$ cat src/rtl/four_adder_seq.sv
// Wide add/subtract sequencer: one 4-bit adder slice reused per nibble, LSB first,
// with the inter-nibble carry held in a register.

module four_adder (
  input  logic [3:0] a,
  input  logic [3:0] b,
  input  logic       cin,
  output logic [3:0] sum,
  output logic       cout
);
  assign {cout, sum} = 5'(a) + 5'(b) + 5'(cin);
endmodule

module four_adder_seq #(
  parameter int unsigned NIBBLES = 4
) (
  input  logic                 clk,
  input  logic                 rst,
  input  logic                 start,
  input  logic                 sub,
  input  logic [4*NIBBLES-1:0] op_a,
  input  logic [4*NIBBLES-1:0] op_b,
  input  logic                 cin,
  output logic                 busy,
  output logic                 done,
  output logic [4*NIBBLES-1:0] result,
  output logic                 cout,
  output logic                 overflow
);
  localparam int unsigned W  = 4 * NIBBLES;
  localparam int unsigned IW = (NIBBLES > 1) ? $clog2(NIBBLES) : 1;

  typedef enum logic [1:0] {ST_IDLE, ST_RUN, ST_DONE} state_t;

  state_t          state_q, state_d;
  logic [IW-1:0]   idx_q, idx_d;
  logic            carry_q, carry_d;
  logic            sub_q, sub_d;
  logic [W-1:0]    a_q, a_d, b_q, b_d;
  logic [W-1:0]    result_q, result_d;
  logic            cout_q, cout_d;
  logic            ovf_q, ovf_d;

  logic [3:0]      a_nib_c, b_nib_c, sum_c;
  logic            carry_c;

  // Select the current nibble of the captured operands; B is inverted for subtract
  always_comb begin
    a_nib_c = 4'h0;
    b_nib_c = 4'h0;
    for (int i = 0; i < int'(NIBBLES); i++) begin
      if (idx_q == IW'(i)) begin
        a_nib_c = a_q[4*i +: 4];
        b_nib_c = b_q[4*i +: 4] ^ {4{sub_q}};
      end
    end
  end

  four_adder u_slice (
    .a    (a_nib_c),
    .b    (b_nib_c),
    .cin  (carry_q),
    .sum  (sum_c),
    .cout (carry_c)
  );

  always_comb begin
    state_d  = state_q;
    idx_d    = idx_q;
    carry_d  = carry_q;
    sub_d    = sub_q;
    a_d      = a_q;
    b_d      = b_q;
    result_d = result_q;
    cout_d   = cout_q;
    ovf_d    = ovf_q;
    unique case (state_q)
      ST_IDLE: begin
        if (start) begin
          a_d      = op_a;
          b_d      = op_b;
          sub_d    = sub;
          carry_d  = sub ? 1'b1 : cin;
          result_d = '0;
          cout_d   = 1'b0;
          ovf_d    = 1'b0;
          idx_d    = '0;
          state_d  = ST_RUN;
        end
      end
      ST_RUN: begin
        for (int i = 0; i < int'(NIBBLES); i++) begin
          if (idx_q == IW'(i)) result_d[4*i +: 4] = sum_c;
        end
        carry_d = carry_c;
        idx_d   = idx_q + IW'(1);
        if (idx_q == IW'(NIBBLES - 1)) begin
          // Signed overflow: operands agree in sign but the sum's sign differs
          cout_d  = carry_c;
          ovf_d   = (a_nib_c[3] == b_nib_c[3]) && (sum_c[3] != a_nib_c[3]);
          idx_d   = '0;
          state_d = ST_DONE;
        end
      end
      ST_DONE: state_d = ST_IDLE;
      default: state_d = ST_IDLE;
    endcase
  end

  always_ff @(posedge clk) begin
    if (rst) begin
      state_q  <= ST_IDLE;
      idx_q    <= '0;
      carry_q  <= 1'b0;
      sub_q    <= 1'b0;
      a_q      <= '0;
      b_q      <= '0;
      result_q <= '0;
      cout_q   <= 1'b0;
      ovf_q    <= 1'b0;
    end else begin
      state_q  <= state_d;
      idx_q    <= idx_d;
      carry_q  <= carry_d;
      sub_q    <= sub_d;
      a_q      <= a_d;
      b_q      <= b_d;
      result_q <= result_d;
      cout_q   <= cout_d;
      ovf_q    <= ovf_d;
    end
  end

  assign busy     = (state_q == ST_RUN);
  assign done     = (state_q == ST_DONE);
  assign result   = result_q;
  assign cout     = cout_q;
  assign overflow = ovf_q;

endmodule
$ cat config.mk
export PLATFORM = sky130hd
export DESIGN_NAME = four_adder_seq
export DESIGN_NICKNAME = d
export VERILOG_FILES = /design/src/rtl/four_adder_seq.sv
export SDC_FILE = /design/constraint.sdc
export NUM_CORES = 1
export LEC_CHECK = 0
export CAP_MARGIN = 0
export CORE_ASPECT_RATIO = 1.1
export CORE_MARGIN = 2
export CORE_UTILIZATION = 46
export DETAILED_ROUTE_END_ITERATION = 16
export PLACE_DENSITY = 0.82
export REMOVE_ABC_BUFFERS = 1
export SYNTH_ARGS = -nofsm -noshare
export SYNTH_HDL_FRONTEND = slang
export SYNTH_SLANG_ARGS = --single-unit
$ cat constraint.sdc
create_clock -name clk -period 2.6 [get_ports clk]
set_input_delay 0.39 -clock clk [delete_from_list [all_inputs] [get_ports clk]]
set_output_delay 0.39 -clock clk [all_outputs]
set_load 0.02 [all_outputs]
# Yosys cells after proc, flatten, opt, wreduce, memory -nomap -nowiden
# Index checks and enable logic that the tools add are counted.
# W data, S select, Z words.
dict set report classes {
  n_addsub 3
  n_eq_ne 12
  muxes 28
  bitwise 4
  n_reduce_logical 11
}
# op count
set op_table {}
lappend op_table {{$mux W4} 12}
lappend op_table {{$pmux W16 S2} 1}
lappend op_table {{$mux W16} 1}
lappend op_table {{$xor A4 B4 Y4} 4}
lappend op_table {{$reduce_and A3 Y1} 4}
lappend op_table {{$mux W2} 4}
lappend op_table {{$ne A2 B1 Y1 const B} 4}
lappend op_table {{$pmux W2 S2} 2}
lappend op_table {{$eq A2 B2 Y1 const B} 3}
lappend op_table {{$pmux W1 S2} 3}
lappend op_table {{$reduce_and A2 Y1} 3}
lappend op_table {{$add A4 B4 Y5} 1}
lappend op_table {{$add A5 B1 Y5} 1}
lappend op_table {{$mux W1} 5}
lappend op_table {{$eq A2 B1 Y1 const B} 2}
lappend op_table {{$logic_not A2 Y1} 2}
lappend op_table {{$add A2 B1 Y2 const B} 1}
lappend op_table {{$ne A2 B2 Y1 const B} 1}
lappend op_table {{$reduce_bool A2 Y1} 1}
lappend op_table {{$eq A1 B1 Y1} 1}
lappend op_table {{$logic_and A1 B1 Y1} 1}
lappend op_table {{$ne A1 B1 Y1} 1}
dict set report totals {
  reg_bits 56
  input_bits 37
  output_inout_bits 20
  elab_cells 70
}

# Depth between registers and ports, before layout
# Gate-level depths: netlist of the first run.
dict set report logic_depth {
  word_depth 11
  mapped_depth 13
  mapped_depth_nobuf 12
}

# By module
# Synthesis of the first run repeated with hierarchy kept, for this count alone.
dict set report unflattened {
  cells_unflattened 325
  area_unflattened_um2 2612.5
}
# mod instances cells_each area_per_inst_um2 seq_area_each_um2
set modules_own_cells {}
lappend modules_own_cells {four_adder_seq 1 309 2468.6 1121.1}
lappend modules_own_cells {four_adder 1 16 143.9 0.0}

# Least setup slack after synthesis of the first run
# OpenSTA, ideal clock, no wires.
dict set report synth_path {
  path_type {register -> register}
  startpoint {register idx_q[1]}
  endpoint {register carry_q}
  t_arrival_ps 2699
  required_time_ps 2500
  setup_slack_ps -199
  path_stages_with_launch 14
  period_less_slack_ps 2799
  cell_sequence {dfxtp_1 -> inv_1 -> ha_1 -> buf_6 -> nand2b_1 -> o221a_2 -> nor3_1 -> a21oi_1 -> fa_1 -> fa_1 -> nor2b_1 -> o21a_1 -> nor3_1 -> a2111oi_4}
}
dict set report synth_between {
  elab_chain_len 8
}
# element line_no
set synth_rtl {}
lappend synth_rtl {{start, declared} 36} ;# logic [IW-1:0] idx_q, idx_d;
lappend synth_rtl {{start signal, assigned} 123} ;# idx_q <= idx_d;
lappend synth_rtl {{$logic_not A2 Y1} 52} ;# if (idx_q == IW'(i)) begin
lappend synth_rtl {{$mux W4 (4 in a row)} 52}
lappend synth_rtl {{$add A4 B4 Y5 (*)} 11} ;# assign {cout, sum} = 5'(a) + 5'(b) + 5'(cin);
lappend synth_rtl {{$add A5 B1 Y5 (*)} 11}
lappend synth_rtl {{$pmux W1 S2 (*)} 77} ;# unique case (state_q)
lappend synth_rtl {{end signal, assigned} 124} ;# carry_q <= carry_d;
lappend synth_rtl {{end, declared} 37} ;# logic carry_q, carry_d;
# Every way passes the cells marked *; elsewhere a longest branch is shown, timed or not.
# A chain may end at the register's enable or synchronous reset.

# Worst setup path in the final report of the first run
dict set report layout_path {
  startpoint {register idx_q[0]}
  endpoint {register result_q[14] (netlist: result[14])}
}
dict set report layout_between {
  elab_chain_len 9
}
# element line_no
set layout_rtl {}
lappend layout_rtl {{$logic_not A2 Y1} 52}
lappend layout_rtl {{$mux W4 (4 in a row)} 52}
lappend layout_rtl {{$add A4 B4 Y5} 11}
lappend layout_rtl {{$add A5 B1 Y5} 11}
lappend layout_rtl {{$mux W4} 93} ;# if (idx_q == IW'(i)) result_d[4*i +: 4] = sum_c;
lappend layout_rtl {{$pmux W16 S2} 77}
lappend layout_rtl {{end signal, assigned} 128} ;# result_q <= result_d;
lappend layout_rtl {{end, declared} 40} ;# logic [W-1:0] result_q, result_d;
# Several ways; a longest one is shown, not always the timed one. The select of a mux whose other input is x is not followed.

==> flow_metrics.py, run 1 <==
metrics = {
    "power": {
        "p_per_area_nw_per_um2": 540,
        "p_total_mw": 2.10,
        "peakVddDrop_v": 0.000317,
        "p_leak_nw": 1.45,
    },
    "worst_setup_path": {
        "r2r_start": "idx_q[0]",
        "r2r_setup_slack_ps": -90,
        "cp.arrival_ps": 2880,
        "r2r_cells": 13,
        "crit_type": "flip-flop to flip-flop",
        "cp-endpoint": "result[14]",
        "startpoint_type": "flip-flop",
        "crit_path_max_fanout": 5,
        "cp_data_required_time_ps": 2790,
        "cp-startpoint": "idx_q[0]",
        "r2r-end": "result[14]",
        "worst_setup_path_end_kind": "flip-flop",
    },
    "synthesis": {
        "async_flop_share_pct": 0,
        "synth_warnings": 0,
        "synth.distinct_cells": 43,
        "synth_edf_count": 0,
        "ys_ff_latch": 56,
        "avgSynthCellArea_um2": 8.19,
        "syn-cell-area_um2": 2760,
        "synth_ff_type": "dfxtp_1",
        "syn_inst": 337,
        "ys_seq_area_share_pct": 40.6,
    },
    "drt": {
        "drt-wirelength-per-cell_um": 15.4,
        "ant_nets": 0,
        "drc_errors": 0,
        "vias": 2682,
        "wl_mm": 7.50,
        "drt_iter0_markers": 170,
        "viasPerCell": 5.52,
        "firstDrtPassIters": 4,
    },
    "timing": {
        "tightest_slew_ps": 587,
        "max_slew_margin_pct": 60.9,
        "clock.fmax_mhz": 372,
        "final.setup.worst_slack_ps": -90.9,
        "slew_violations": 0,
        "clock_skew_ps": 7.92,
        "period_needed_ps": 2690,
        "rsz0062_at_grt": "true",
        "hold_viol": 0,
        "tns_ps": -500,
        "setup_viol": 9,
        "fin_crit_sh_pct": 103,
    },
    "cells_and_area": {
        "diodes": 0,
        "final_nets": 454,
        "drive_above_1_share_pct": 21.8,
        "layout_commonest_cell": "nand2_1",
        "area_growth_pct": 40.9,
        "final_cell_mix": "nand2_1, clkdlybuf4s50_1, dfxtp_1",
    },
    "cts": {
        "htree_levels": 2,
        "cts.sinks": 56,
        "clk_pin_slew_worst_paths_ps": 100,
        "root_buffer": "clkbuf_8",
        "worstSkewPairLatency_ps": 320,
        "clock_path_buffers": 2,
        "cts_tree": "built",
        "cts_made_buffers": 5,
    },
    "status": {
        "violations": "setup timing",
        "status": "finished with violations",
    },
    "place": {
        "port_buffers": 56,
        "gp_congestion": 0.838,
        "place_hpwl_mm": 4.92,
    },
    "global_routing": {
        "grt_usage_pct": 21.7,
        "overflow": 0,
        "grt_pass1_vias": 2553,
        "grt_pass1_wl_mm": 11.5,
        "grt_max_degree": 36,
        "antenna_found_initial": 0,
    },
    "hold_path": {
        "hp-class": "flip-flop to flip-flop",
    },
    "floorplanning": {
        "start_util_pct": 47.8,
        "die_x_um": 77.9,
        "dieArea_um2": 6640,
        "row_count": 29,
        "die_y_um": 85.2,
        "io-pin-count": 57,
        "core_um2": 5770,
    },
    "run": {
        "drv_cap": 0,
    },
}
cells by family (layout without fill, tap and decap cells):
family / count (synthesis) / count (layout) / synth area share, %
buffers and inverters: 33 / 105 / 6.57
multiplexers: 3 / 3 / 1.09
flip-flops: 56 / 56 / 40.6
AND/OR/NAND/NOR: 132 / 132 / 21.9
AO/OA/AOI/OAI: 102 / 102 / 24.6
adder cells (fa/ha/maj): 9 / 9 / 4.62
XOR/XNOR: 2 / 2 / 0.635
critical path: stages (launching register included):
cell,delay (ps)
dfxtp_4,380
buf_4,140
ha_4,170
buf_6,130
nor2b_4,140
a221o_1,220
a21oi_2,90
fa_2,370
fa_2,390
nor2b_4,140
nor3_2,60
buf_4,150
mux2i_1,130
nor2_1,60
flip-flops by register name, summed over array words and instances, names as in the netlist:
register / flops
cout: 1
idx_q: 2
result: 16
state_q: 2
a_q: 16
carry_q: 1
b_q: 16
overflow: 1
sub_q: 1
where the power goes:
part / switching (mW) / internal, mW
logic: 0.268 / 0.258
registers: 0.0411 / 0.907
clock network: 0.285 / 0.340
cell usage after synthesis (2+ instances only):
library cell | n | area, µm²
nand2b_1 | 7 | 43.8
nor2_1 | 11 | 41.3
xnor2_1 | 2 | 17.5
nor3_1 | 5 | 25.0
fa_1 | 2 | 40.0
o21ai_0 | 10 | 50.1
a221oi_1 | 5 | 43.8
clkbuf_1 | 10 | 37.5
a22oi_1 | 2 | 15.0
a22o_1 | 2 | 17.5
dfxtp_1 | 56 | 1120
o31ai_1 | 3 | 22.5
o221ai_1 | 5 | 43.8
buf_2 | 7 | 35.0
a221o_1 | 3 | 30.0
a21oi_1 | 53 | 265
o22ai_1 | 2 | 12.5
ha_1 | 7 | 87.6
nand3b_1 | 5 | 37.5
mux2i_1 | 3 | 30.0
o221a_2 | 3 | 33.8
buf_6 | 6 | 67.6
nand2_1 | 88 | 330
nor2b_1 | 9 | 56.3
a21o_1 | 4 | 30.0
inv_1 | 9 | 33.8
o21a_1 | 2 | 15.0
cell type report:
type / instances / area [µm²]
repair buffers: 88 / 807
flip-flops and latches: 56 / 1130
clock inverters: 1 / 30.0
clock buffers: 7 / 96.3
well taps: 77 / 96.3
inverters: 9 / 33.8
multi-input cells: 248 / 1700
fillers: 418 / 1880
repair_timing:
item,in CTS,in global routing
buffers inserted,5,2
pin swaps,12,13
gates resized for setup,41,16
setup endpoints to repair,15,15
hold buffers,0,0
worst min path at each step:
stage	from	to	slack, ps	cells past startpoint
2_1_floorplan	a_q[0]	a_q[0]	430	2
3_3_place_gp	result[5]	result[5]	440	2
3_5_place_dp	result[9]	result[9]	450	2
4_1_cts	result[9]	result[9]	460	2
5_1_grt	a_q[14]	a_q[14]	480	2
6_report	result[9]	result[9]	460	2
metal layers:
metal	wire (µm)	global-route usage [%]	up-vias
li1	-	-	1302
met5	0	0	-
met4	245	8.77	0
met2	4050	40.9	68
met1	2930	23.7	1290
met3	271	3.72	22
per-stage QoR:
| stage | setup WS (ps) | util (%) | hold slack (ps) | area, µm² | instances |
|---|---|---|---|---|---|
| after floorplan | -291 | - | 426 | 2610 | 313 |
| after global placement | -139 | 60.0 | 443 | 3460 | 472 |
| after detailed placement | -258 | 60.0 | 446 | 3460 | 472 |
| after CTS | -105 | 65.8 | 459 | 3790 | 485 |
| after global routing | -162 | 67.4 | 479 | 3890 | 486 |
| final | -90.9 | 67.4 | 459 | 3890 | 486 |
Note: power is estimated with default switching activity, not from simulation.
==> run 2: changes to the inputs <==
--- a/config.mk
+++ b/config.mk
@@ -9,6 +9,7 @@
 export CORE_ASPECT_RATIO = 1.1
 export CORE_MARGIN = 2
 export CORE_UTILIZATION = 46
+export CTS_BUF_LIST = sky130_fd_sc_hd__clkbuf_4 sky130_fd_sc_hd__clkbuf_8 sky130_fd_sc_hd__clkbuf_16
 export DETAILED_ROUTE_END_ITERATION = 16
 export PLACE_DENSITY = 0.82
 export REMOVE_ABC_BUFFERS = 1
==> results of run 2 <==
Final layout, timing and power as in run 1 (identical DEF).
